===== src/rtl/calc_pkg.sv =====
// rtl/calc_pkg.sv - shared key codes, operator and state encodings for the calculator core
package calc_pkg;

    localparam logic [3:0] KEY_ADD = 4'hA;
    localparam logic [3:0] KEY_SUB = 4'hB;
    localparam logic [3:0] KEY_MUL = 4'hC;
    localparam logic [3:0] KEY_EQ  = 4'hD;
    localparam logic [3:0] KEY_CE  = 4'hE;
    localparam logic [3:0] KEY_AC  = 4'hF;

    typedef enum logic [1:0] {
        OP_NONE = 2'd0,
        OP_ADD  = 2'd1,
        OP_SUB  = 2'd2,
        OP_MUL  = 2'd3
    } op_e;

    typedef enum logic {
        ST_ENTRY   = 1'b0,
        ST_MUL_RUN = 1'b1
    } state_e;

    // Operator a key leaves pending; equals (and anything else) leaves none.
    function automatic op_e key_to_op(input logic [3:0] code);
        case (code)
            KEY_ADD: return OP_ADD;
            KEY_SUB: return OP_SUB;
            KEY_MUL: return OP_MUL;
            default: return OP_NONE;
        endcase
    endfunction

endpackage


===== src/rtl/calc_mul_seq.sv =====
// rtl/calc_mul_seq.sv - unsigned WIDTH x WIDTH iterative shift-add multiplier
// clk/rst: clock, synchronous active-high reset (aborts a running multiply)
// start/a/b: one-cycle start pulse with unsigned operands
// done/product: one-cycle pulse WIDTH-1 cycles after start, product valid while done is high
module calc_mul_seq #(
    parameter int WIDTH = 16
) (
    input  logic               clk,
    input  logic               rst,
    input  logic               start,
    input  logic [WIDTH-1:0]   a,
    input  logic [WIDTH-1:0]   b,
    output logic               done,
    output logic [2*WIDTH-1:0] product
);
    localparam int CW = $clog2(WIDTH);

    logic [2*WIDTH-1:0] mcand;
    logic [WIDTH-1:0]   mplier;
    logic [CW-1:0]      cnt;
    logic               running;

    // Bit 0 of b is consumed on the start edge so that the remaining WIDTH-1
    // bits finish one cycle early; the core then completes on the following
    // edge, giving exactly WIDTH busy cycles at the core.
    always_ff @(posedge clk) begin
        if (rst) begin
            mcand   <= '0;
            mplier  <= '0;
            cnt     <= '0;
            running <= 1'b0;
            done    <= 1'b0;
            product <= '0;
        end else begin
            done <= 1'b0;
            if (start) begin
                mcand   <= {{WIDTH{1'b0}}, a} << 1;
                mplier  <= b >> 1;
                product <= b[0] ? {{WIDTH{1'b0}}, a} : '0;
                cnt     <= '0;
                running <= 1'b1;
            end else if (running) begin
                if (mplier[0]) begin
                    product <= product + mcand;
                end
                mcand  <= mcand << 1;
                mplier <= mplier >> 1;
                cnt    <= cnt + 1'b1;
                if (cnt == CW'(WIDTH - 2)) begin
                    running <= 1'b0;
                    done    <= 1'b1;
                end
            end
        end
    end

endmodule


===== src/rtl/calc_core_param.sv =====
// rtl/calc_core_param.sv - keypad calculator core with chained signed add/sub/mul
// clk/rst: clock, synchronous active-high reset
// key_valid/key_code: held key level and its 4-bit keypad code
// display/neg: current entry or last result (two's complement) and its sign bit
// ovf/busy/op_pend: sticky overflow, multiply in progress, pending operator
module calc_core_param
    import calc_pkg::*;
#(
    parameter int WIDTH      = 16,
    parameter int MUL_ENABLE = 1
) (
    input  logic             clk,
    input  logic             rst,
    input  logic             key_valid,
    input  logic [3:0]       key_code,
    output logic [WIDTH-1:0] display,
    output logic             neg,
    output logic             ovf,
    output logic             busy,
    output logic [1:0]       op_pend
);
    localparam logic [WIDTH+3:0]   ENTRY_MAX = (WIDTH+4)'((64'd1 << (WIDTH-1)) - 64'd1);
    localparam logic [2*WIDTH-1:0] POS_LIM   = (2*WIDTH)'((64'd1 << (WIDTH-1)) - 64'd1);
    localparam logic [2*WIDTH-1:0] NEG_LIM   = (2*WIDTH)'(64'd1 << (WIDTH-1));

    state_e             state;
    op_e                pend_op;
    op_e                fin_pend;
    logic               key_q;
    logic               fresh;
    logic               fin_eq;
    logic               mul_neg;
    logic [WIDTH-1:0]   entry;
    logic [WIDTH-1:0]   operand;

    logic               key_ev;
    logic               is_digit;
    logic               is_op;
    logic               is_eq;
    logic               correction;
    op_e                next_op;
    logic [WIDTH+3:0]   digit_acc;
    logic               digit_ok;
    logic [WIDTH-1:0]   sum;
    logic [WIDTH-1:0]   diff;
    logic [WIDTH-1:0]   addsub_res;
    logic               addsub_ovf;
    logic               mul_start;
    logic [WIDTH-1:0]   mul_a;
    logic [WIDTH-1:0]   mul_b;
    logic               mul_done;
    logic [2*WIDTH-1:0] mul_product;
    logic [2*WIDTH-1:0] mul_signed;
    logic [WIDTH-1:0]   mul_res;
    logic               mul_ovf;

    assign key_ev     = key_valid & ~key_q;
    assign is_digit   = (key_code <= 4'd9);
    assign is_eq      = (key_code == KEY_EQ);
    assign is_op      = (key_code == KEY_ADD) || (key_code == KEY_SUB) || is_eq ||
                        ((key_code == KEY_MUL) && (MUL_ENABLE != 0));
    assign next_op    = key_to_op(key_code);
    // An operator straight after another operator only swaps the pending op.
    assign correction = fresh && (pend_op != OP_NONE);

    // entry is never negative while fresh is low, so unsigned accumulation is safe.
    assign digit_acc  = ({4'b0000, entry} * (WIDTH+4)'(10)) + {{WIDTH{1'b0}}, key_code};
    assign digit_ok   = (digit_acc <= ENTRY_MAX);

    assign sum        = operand + entry;
    assign diff       = operand - entry;
    assign addsub_res = (pend_op == OP_SUB) ? diff : sum;
    assign addsub_ovf = (pend_op == OP_SUB)
                      ? ((operand[WIDTH-1] != entry[WIDTH-1]) && (diff[WIDTH-1] != operand[WIDTH-1]))
                      : ((operand[WIDTH-1] == entry[WIDTH-1]) && (sum[WIDTH-1] != operand[WIDTH-1]));

    // Magnitudes fit in WIDTH unsigned bits, including the most negative value.
    assign mul_a      = operand[WIDTH-1] ? (~operand + 1'b1) : operand;
    assign mul_b      = entry[WIDTH-1]   ? (~entry + 1'b1)   : entry;
    assign mul_start  = (state == ST_ENTRY) && key_ev && is_op && !correction &&
                        (pend_op == OP_MUL);
    assign mul_signed = mul_neg ? (~mul_product + 1'b1) : mul_product;
    assign mul_res    = mul_signed[WIDTH-1:0];
    assign mul_ovf    = mul_neg ? (mul_product > NEG_LIM) : (mul_product > POS_LIM);

    generate
        if (MUL_ENABLE != 0) begin : g_mul
            calc_mul_seq #(
                .WIDTH   (WIDTH)
            ) u_mul (
                .clk     (clk),
                .rst     (rst),
                .start   (mul_start),
                .a       (mul_a),
                .b       (mul_b),
                .done    (mul_done),
                .product (mul_product)
            );
        end else begin : g_no_mul
            assign mul_done    = 1'b0;
            assign mul_product = '0;
        end
    endgenerate

    assign neg     = display[WIDTH-1];
    assign busy    = (state == ST_MUL_RUN);
    assign op_pend = pend_op;

    always_ff @(posedge clk) begin
        if (rst) begin
            state    <= ST_ENTRY;
            pend_op  <= OP_NONE;
            fin_pend <= OP_NONE;
            key_q    <= 1'b0;
            fresh    <= 1'b0;
            fin_eq   <= 1'b0;
            mul_neg  <= 1'b0;
            entry    <= '0;
            operand  <= '0;
            display  <= '0;
            ovf      <= 1'b0;
        end else begin
            key_q <= key_valid;
            case (state)
                ST_ENTRY: begin
                    if (key_ev) begin
                        if (is_digit) begin
                            if (fresh) begin
                                entry   <= WIDTH'(key_code);
                                display <= WIDTH'(key_code);
                                fresh   <= 1'b0;
                            end else if (digit_ok) begin
                                entry   <= digit_acc[WIDTH-1:0];
                                display <= digit_acc[WIDTH-1:0];
                            end else begin
                                display <= entry;
                            end
                        end else if (key_code == KEY_CE) begin
                            entry   <= '0;
                            display <= '0;
                            ovf     <= 1'b0;
                        end else if (key_code == KEY_AC) begin
                            pend_op <= OP_NONE;
                            fresh   <= 1'b0;
                            entry   <= '0;
                            operand <= '0;
                            display <= '0;
                            ovf     <= 1'b0;
                        end else if (is_op) begin
                            if (correction) begin
                                pend_op <= next_op;
                            end else if (pend_op == OP_NONE) begin
                                operand <= entry;
                                display <= entry;
                                pend_op <= next_op;
                                fresh   <= 1'b1;
                            end else if (pend_op == OP_MUL) begin
                                // Result and pending-op update land when the multiplier finishes.
                                state    <= ST_MUL_RUN;
                                mul_neg  <= operand[WIDTH-1] ^ entry[WIDTH-1];
                                fin_eq   <= is_eq;
                                fin_pend <= next_op;
                            end else begin
                                operand <= addsub_res;
                                display <= addsub_res;
                                if (is_eq) begin
                                    entry <= addsub_res;
                                end
                                pend_op <= next_op;
                                fresh   <= 1'b1;
                                if (addsub_ovf) begin
                                    ovf <= 1'b1;
                                end
                            end
                        end
                    end
                end
                ST_MUL_RUN: begin
                    if (mul_done) begin
                        operand <= mul_res;
                        display <= mul_res;
                        if (fin_eq) begin
                            entry <= mul_res;
                        end
                        pend_op <= fin_pend;
                        fresh   <= 1'b1;
                        if (mul_ovf) begin
                            ovf <= 1'b1;
                        end
                        state <= ST_ENTRY;
                    end
                end
                default: state <= ST_ENTRY;
            endcase
        end
    end

endmodule


===== config.mk =====
export PLATFORM = sky130hd
export DESIGN_NAME = calc_core_param
export DESIGN_NICKNAME = d
export VERILOG_FILES = /design/src/rtl/calc_pkg.sv /design/src/rtl/calc_mul_seq.sv /design/src/rtl/calc_core_param.sv
export SDC_FILE = /design/constraint.sdc
export NUM_CORES = 1
export LEC_CHECK = 0
export CAP_MARGIN = 30
export CORE_UTILIZATION = 55
export DETAILED_ROUTE_END_ITERATION = 12
export MAX_ROUTING_LAYER = met4
export PLACE_DENSITY = 0.81
export REMOVE_ABC_BUFFERS = 1
export SETUP_SLACK_MARGIN = 0.05
export SLEW_MARGIN = 40
export SYNTH_ARGS = -nofsm -noshare
export SYNTH_HDL_FRONTEND = slang
export SYNTH_HIERARCHICAL = 1
export SYNTH_SLANG_ARGS = --single-unit

===== constraint.sdc =====
create_clock -name clk -period 4.57 [get_ports clk]
set_input_delay 0.914 -clock clk [delete_from_list [all_inputs] [get_ports clk]]
set_output_delay 0.914 -clock clk [all_outputs]
set_load 0.02 [all_outputs]

# Word-level counts from Yosys, hierarchy flattened
# Cells that the tools add are included.
[word_totals]
ff_bits = 142
input_bits = 7
output_inout_bits = 21
elab_cells = 196
[classes]
n_addsub = 8
n_mul = 1
magnitude_cmp = 4
eq_ne = 38
n_mux = 89
bitwise_logic = 13
reduce_logical = 25
[ops]
columns = ["op", "count"]
rows = [
  ["$mux W16", 30],
  ["$mux W32", 3],
  ["$pmux W16 S2", 3],
  ["$add A16 B1 Y16 const B", 3],
  ["$not A16 Y16", 3],
  ["$mux W1", 35],
  ["$mux W17", 2],
  ["$add A32 B32 Y32", 1],
  ["$gt A32 B15 Y1 const B", 1],
  ["$gt A32 B16 Y1 const B", 1],
  ["$mux W15", 2],
  ["$ne A5 B3 Y1 const B", 6],
  ["$eq A4 B4 Y1 const B", 7],
  ["$add A20 B4 Y20", 1],
  ["$le A20 B15 Y1 const B", 1],
  ["$ne A4 B2 Y1 const B", 5],
  ["$mul A16 B3 Y19 const B", 1],
  ["$mux W2", 9],
  ["$reduce_and A9 Y1", 2],
  ["$add A16 B16 Y16", 1],
  ["$sub A16 B16 Y16", 1],
  ["$reduce_and A6 Y1", 2],
  ["$ne A4 B3 Y1 const B", 2],
  ["$not A1 Y1", 8],
  ["28 further kinds", 48],
]

# Depth between registers and ports, before layout
# Gate-level depths: netlist (run 1).
[logic_depth]
ltp_word = 14
ltp_mapped = 15
ltp_nobuf = 14

# Hierarchy
# The synthesis (run 1) kept the hierarchy.
[by_module_without_submodules]
columns = ["mod", "n_inst", "cells_each", "area_each_um2", "seq_area_each_um2"]
rows = [
  ["calc_core_param", 1, 904, 6683.9, 1161.1],
  ["calc_mul_seq", 1, 603, 4852.2, 1681.6],
]

# Least setup slack after synthesis (run 1)
# OpenSTA, ideal clock, no wires.
[synth_path]
kind = "reg2reg"
start = "register entry[1]"
end = "register display[2]"
setup_time_ns = 0.060
arrival_ns = 3.738
required_ns = 4.510
slack_ns = 0.772
stages_incl_launch_ff = 15
n_path_buf = 1
synth_period_minus_slack_ns = 3.798
cell_sequence = "dfxtp_1 ha_1 ha_1 fa_1 a21o_2 a21oi_1 xnor2_1 nand4_1 or3_1 nand4bb_1 a21boi_2 buf_6 mux2i_1 a2111oi_2 o221a_1"
[synth_between]
elab_chain_cells = 11
word_cells_on_any_way = 17
cone_classes = "add/sub: 3; mul: 1; order compare: 1; mux: 12"
[synth_lines]
columns = ["element", "line_no", "text"]
rows = [
  ["start, declared", "calc_core_param.sv:33", "logic [WIDTH-1:0] entry;"],
  ["start signal, assigned", "calc_core_param.sv:129", "entry <= WIDTH'(key_code);"],
  ["start signal, assigned", "calc_core_param.sv:133", "entry <= digit_acc[WIDTH-1:0];"],
  ["start signal, assigned", "calc_core_param.sv:167", "entry <= addsub_res;"],
  ["parallel branches: the longest is 8 deep, another holds $add A20 B4 Y20", "-", ""],
  ["$mux W16 *", "calc_core_param.sv:127", "if (is_digit) begin"],
  ["$mux W16 *", "calc_core_param.sv:126", "if (key_ev) begin"],
  ["$pmux W16 S2 *", "calc_core_param.sv:124", "case (state)"],
  ["end signal, assigned", "calc_core_param.sv:130", "display <= WIDTH'(key_code);"],
  ["end signal, assigned", "calc_core_param.sv:134", "display <= digit_acc[WIDTH-1:0];"],
  ["end signal, assigned", "calc_core_param.sv:136", "display <= entry;"],
  ["end, declared", "calc_core_param.sv:16", "output logic [WIDTH-1:0] display,"],
]
# Every way passes the cells marked *. The select of a mux whose other input is x is not followed.
# A chain may end at the register's enable or synchronous reset.

# Final worst setup path (run 1)
[layout_path]
start = "register entry[3]"
end = "register display[4]"
# The elaborated chain is that of the path after synthesis.

==> results.md, run 1 <==
* Crit-path max FO at 11
* Final setup fails at 0
* Final Worst Setup Slack at 0.289 ns
* Maximum clock path buffer count at 2
* DR iter-0 viols at 1,365
* Startpoint types: flip-flop
* Global-route wire length before repair at 53,900 microns
* Cts bufs inserted at 17
* Number of iterations in the first detailed-routing pass at 7
* Metal3 WL at 3280 microns
* Critical Path AT at 4.60 ns
* CTS resizes at 0
* Htree depth at 4
* Setup Skew at 0.0131 ns
* Detailed placement HPWL at 24,600 microns
* Initial Utilization at 0.565
* Post-synth EDFFs at 0
* Kind of critical path: flip-flop to flip-flop
* Die footprint at 21,600 sq um
* Combinational share of power at 0.230
* I/O Buffers at 27
* CTS root buf: clkbuf_16
* Site row count at 52
* Synthesized area per cell at 7.65 sq um
* Fraction of layout cells with a size suffix above 1 at 0.0780
* Dpl ws at 0.250 ns
* Pin count of the biggest net entering global routing at 46
* WL/cell at 18.7 microns
* Layout area overhead at 10.1%
* Cell Chain, Critical Path: ha_1 > ha_1 > fa_1 > a21oi_1 > o221a_2 > o21ai_0 > a31oi_1 > or3b_2 > o21ai_0 > a21boi_2 > buf_4 > mux2i_1 > o21ai_0 > o221a_2
* WL final at 33,600 microns
* Num ports at 28
* Largest area contributor in the netlist: dfxtp_1
* Ys Warns at 6
* # DRC at 0
* Clock power frac at 0.391
* Initial antenna violation count at 1
* Post-synthesis sequential area ratio at 0.246
* Post-CTS Setup Repair Bufs at 0
* Post-route clock period utilization at 0.937
* CP peak stage delay at 0.55 ns
* CP max stage cell: dfxtp_1
* Endpoints failing hold at 0
* Die H at 147 microns
* Hold_buf cts at 0
* Power Density at 277 nW/um^2
* P_sw at 1.13 mW
* Worst-Skew Late Latency at 0.43 ns
* Yosys top cell area share at 0.246
* Post-synthesis cell count at 1,507
* Core Region at 20,400 sq um
* Top Metal Used: met4
* Vias in the first global route at 10,400
* GR Overflow Total at 0
* Synthesized area at 11,500 sq um
* # fillers at 1,807
* Total leakage power at 5.20 nW
* Worst-Margin Slew at 0.866 ns
* Clk slew on worst S/H paths at 0.06 ns
* Commonest cells post-synth: nor2_1 (195), dfxtp_1 (142), nand2_1 (136), a21oi_1 (135), o21ai_0 (107)
* Synth area leaders: dfxtp_1 (25%), ha_1 (10%), nor2_1 (6.3%), mux2i_1 (6.0%), a21oi_1 (5.9%)
* #FFs+latches synth at 142
* Worst Path Required at 4.89 ns
* Worst vdd ir at 0.000285 V
* Ys async rst share at 0
* Die Width at 147 microns
* Max-cap violations at 0
* CTS tree: yes
* Synth Flop Type: dfxtp_1
* Antenna Nets Post-Route at 0
* Routed wl met2 at 14,500 microns
* NumNets Final at 1,621
* Post-Route M1 WL at 14,900 microns
* Post-synth cell types at 82
* Minimum clock period at 4.28 ns
* Peak Freq at 234 MHz
* Relative slew slack at 0.408
* Slew Limit Fails at 0
* Core Util, Final at 0.622
* Min-delay worst type: flip-flop to flip-flop
* Top-count cell post-synth: nor2_1
* Total clock sinks at 142
* GRT Overall Usage at 0.321
* Sequential share of power at 0.379
* Sw frac at 0.322
* Outcome: finished, final reports clean
* Worst setup EP type: flip-flop
* Fin Hold WS at 0.486 ns
* Int Power at 2.38 mW
* Via density at 6.42
* Global placer's final weighted congestion at 1.02
* Via Count at 11,500
* Crit path top cell by count: o21ai_0
* RSZ-0062 raised after global routing: false
-- routing by layer --
layer | vias to the layer above | track usage
met2 | 602 | 0.480
li1 | 5443 | -
met4 | 0 | 0.101
met1 | 5379 | 0.441
met3 | 98 | 0.0503
met5 | - | -
-- state kept, by name (all words and copies together), names as in the netlist, 2 cells and up --
signal	flops
display	16
entry	16
fin_pend	2
g_mul.u_mul/cnt	4
g_mul.u_mul/mcand	31
g_mul.u_mul/mplier	15
g_mul.u_mul/product	32
op_pend	2
operand	16
-- final cells by class --
cell class              count  area, sq um  share of cell area
diodes                      1         2.50            0.000197
clock buffers              17          425              0.0335
clock inverters            14          146              0.0115
inverters                  51          191              0.0151
multi-input cells        1230         8160               0.642
flip-flops and latches    142         2840               0.224
well taps                 270          338              0.0266
repair buffers             71          596              0.0469
-- cells by family (layout without fill, tap and decap cells) --
group	after synthesis	in the layout	synth area share
simple gates	500	500	0.199
compound gates	456	456	0.254
flops	142	142	0.246
buf+inv	135	153	0.0480
fa+ha+maj	101	101	0.113
xor+xnor	99	99	0.0752
mux	74	74	0.0647
other cells	0	1	0
-- placed cells by master (no fill, tap or decap), types with 22 or more instances in the layout --
master / netlist / final
a211oi_1: 28 / 27
a21oi_1: 135 / 135
a31oi_1: 32 / 32
buf_4: 2 / 44
clkdlybuf4s50_1: 0 / 26
dfxtp_1: 142 / 141
ha_1: 96 / 96
inv_1: 50 / 48
mux2i_1: 69 / 69
nand2_1: 136 / 136
nor2_1: 195 / 194
nor3_1: 26 / 26
o21a_1: 22 / 22
o21ai_0: 107 / 107
or3_1: 24 / 24
xnor2_1: 72 / 72
xor2_1: 27 / 27
-- worst max-delay path, delay by kind of cell (launching register included) --
family                   cells  cell delay [ns]
buffers and inverters        1             0.29
AO/OA/AOI/OAI                8             1.68
flip-flops                   1             0.55
adder cells (fa/ha/maj)      3             1.01
multiplexers                 1             0.21
AND/OR/NAND/NOR              1             0.46
-- power groups by stage --
stage	clock network [mW]	logic, mW	registers (mW)
after floorplan	0	0.496	1.36
after global routing	1.43	0.866	1.33
after CTS	1.37	0.784	1.33
after detailed placement	0	0.776	1.35
after global placement	0	0.764	1.35
final	1.37	0.810	1.33
-- per-stage QoR --
stage | power, mW | setup TNS [ns] | std cells | cell area [sq um]
finish | 3.51 | 0 | 1796 | 12700
global route | 3.63 | 0 | 1796 | 12700
CTS | 3.48 | 0 | 1795 | 12700
detailed placement | 2.13 | 0 | 1764 | 12100
global placement | 2.12 | 0 | 1764 | 12100
floorplan | 1.85 | -0.113 | 1423 | 11200
-- worst paths after layout --
kind | start | to | slack (ns) | depth (start not counted)
worst min-delay path | fin_pend[1] | fin_pend[1] | 0.49 | 2
worst max register to register | entry[3] | display[4] | 0.29 | 14
worst max-delay path | entry[3] | display[4] | 0.29 | 14
worst min register to register | fin_pend[1] | fin_pend[1] | 0.49 | 2
Note: power is estimated with default switching activity, not from simulation.
==> inputs of run 2 (changes only) <==
--- a/config.mk
+++ b/config.mk
@@ -8,7 +8,6 @@
 export CAP_MARGIN = 30
 export CORE_UTILIZATION = 55
 export DETAILED_ROUTE_END_ITERATION = 12
-export MAX_ROUTING_LAYER = met4
 export PLACE_DENSITY = 0.81
 export REMOVE_ABC_BUFFERS = 1
 export SETUP_SLACK_MARGIN = 0.05
==> constraint.sdc (replaced) <==
create_clock -name clk -period 4.57 [get_ports clk]
set_input_delay 0.6855 -clock clk [delete_from_list [all_inputs] [get_ports clk]]
set_output_delay 0.6855 -clock clk [all_outputs]
set_load 0.02 [all_outputs]
==> run 2 against run 1 <==
Net effect: via count down 0.45%; clock skew shrank 0.0019 ns; first-iteration DRC count down 14%; largest power group unchanged; die area unchanged; combinational power decreased by 2%; routed wire length about the same; final cell count down 0.56%; maximum frequency rose by 0.31%; sequential power about the same; critical endpoint is now operand[15].
==> results.md, run 2 (synthesis gave the netlist of run 1 again) <==
* Worst setup EP type: flip-flop
* Pin count of the biggest net entering global routing at 50
* Crit-path max FO at 8
* # fillers at 1,783
* Worst Path Required at 4.88 ns
* Num ports at 28
* GR Overflow Total at 0
* Site row count at 52
* Global-route wire length before repair at 53,700 microns
* Vias in the first global route at 10,500
* Layout area overhead at 9.88%
* Die H at 147 microns
* Largest register FFs at 32
* Htree depth at 4
* Design Area, Final at 12,700 sq um
* RSZ-0062 raised after global routing: false
* Startpoint types: flip-flop
* Hold_buf cts at 0
* Total clock sinks at 142
* GRT Overall Usage at 0.311
* Top reg by flops: g_mul.u_mul/product
* Relative slew slack at 0.435
* Setup Skew at 0.0112 ns
* Detailed placement HPWL at 24,600 microns
* Antenna Cells at 0
* Critical Path AT at 4.58 ns
* Largest regs: g_mul.u_mul/product x32, g_mul.u_mul/mcand x31
* Total power draw at 3.59 mW
* R2R Path Start: entry[4]
* Initial antenna violation count at 0
* Final setup TNS at 0 ns
* Antenna Nets Post-Route at 0
* Kind of critical path: flip-flop to flip-flop
* Number of iterations in the first detailed-routing pass at 7
* R2r setup slk at 0.30 ns
* WL final at 33,600 microns
* Worst-Skew Late Latency at 0.44 ns
* R2R depth at 11
* Endpoints failing hold at 0
* Hold endpoint: g_mul.u_mul/product[31]
* I/O Buffers at 27
* Post-route clock period utilization at 0.934
* Die Width at 147 microns
* Via density at 6.42
* Min-Delay Startpoint: g_mul.u_mul/product[31]
* Cts bufs inserted at 17
* DP Area at 12,100 sq um
* CTS tree: yes
* Fraction of layout cells with a size suffix above 1 at 0.0732
* WL/cell at 18.8 microns
* Outcome: finished, final reports clean
* GR Layer Usage met2 at 0.476
* R2r endpoint: operand[15]
* Slew Limit Fails at 0
* Peak Freq at 234 MHz
* Worst-Margin Slew at 0.847 ns
* CTS root buf: clkbuf_16
* Worst vdd ir at 0.000276 V
* Clk slew on worst S/H paths at 0.07 ns
* Final setup fails at 0
* Global placer's final weighted congestion at 0.989
* NumNets Final at 1,611
* Gr busiest metal: met2
* Die footprint at 21,600 sq um
* GRT met3 Usage at 0.0829
* Min-delay worst type: flip-flop to flip-flop
* Worst hold path cell count at 2
* Maximum clock path buffer count at 2
* Commonest non-fill, non-tap cell in the layout: nor2_1
* Power Density at 284 nW/um^2
* Via Count at 11,500
* Commonest non-fill, non-tap cells in the layout: nor2_1 (193), dfxtp_1 (140), nand2_1 (136)
* Core Region at 20,400 sq um
* Global-route track usage on met1 at 0.416
* Max-cap violations at 0
* Minimum clock period at 4.27 ns
* # DRC at 0
* Post-CTS Setup Repair Bufs at 0
* DR iter-0 viols at 1,177
* Initial Utilization at 0.565
* Total leakage power at 5.18 nW
-- run 2: repair_timing --
item                       in CTS  in global routing
setup endpoints to repair       0                  1
hold endpoints to repair        0                  0
gates resized for setup         0                  1
-- run 2: per-stage QoR --
| stage | setup WS, ns | hold slack [ns] | instances | utilization |
|---|---|---|---|---|
| 3_3_place_gp | 0.498 | 0.472 | 1754 | 0.590 |
| 4_1_cts | 0.415 | 0.486 | 1786 | 0.620 |
| 6_report | 0.302 | 0.484 | 1786 | 0.620 |
| 2_1_floorplan | 0.161 | 0.443 | 1423 | - |
| 5_1_grt | 0.121 | 0.510 | 1786 | 0.620 |
| 3_5_place_dp | 0.381 | 0.475 | 1754 | 0.590 |
-- run 2: critical path, stage by stage, from the launching register on --
cell	delay [ns]
dfxtp_1	0.61
inv_1	0.09
ha_1	0.44
nand2_1	0.12
a21o_1	0.21
a2111oi_0	0.66
o211ai_1	0.25
a21boi_0	0.43
a31oi_1	0.17
xnor2_1	0.41
mux2_2	0.38
a2111oi_0	0.36
-- run 2: per-layer routing --
layer / part of all wire / routed length [microns]
met4: 0.031 / 1030
met5: 0 / 0
met3: 0.11 / 3670
met2: 0.43 / 14500
met1: 0.43 / 14400
-- run 2: layout make-up --
type / count / area [sq um] / area share
flip-flops and latches: 142 / 2850 / 0.224
clock buffers: 17 / 425 / 0.0336
inverters: 51 / 191 / 0.0151
multi-input cells: 1230 / 8160 / 0.644
clock inverters: 15 / 185 / 0.0146
well taps: 270 / 338 / 0.0267
repair buffers: 61 / 533 / 0.0420
-- run 2: where the power goes --
part / internal [mW] / total, mW / switching, mW
registers: 1.27 / 1.34 / 0.0681
clock network: 0.867 / 1.46 / 0.598
logic: 0.303 / 0.791 / 0.488
-- run 2: worst max-delay path by stage --
stage / from / end / depth (start not counted)
CTS: entry[3] / entry[10] / 14
global placement: key_code[2] / g_mul.u_mul/product[30] / 11
finish: entry[4] / operand[15] / 11
detailed placement: key_code[2] / entry[10] / 13
floorplan: key_code[1] / g_mul.u_mul/product[30] / 9
global route: entry[4] / operand[15] / 11
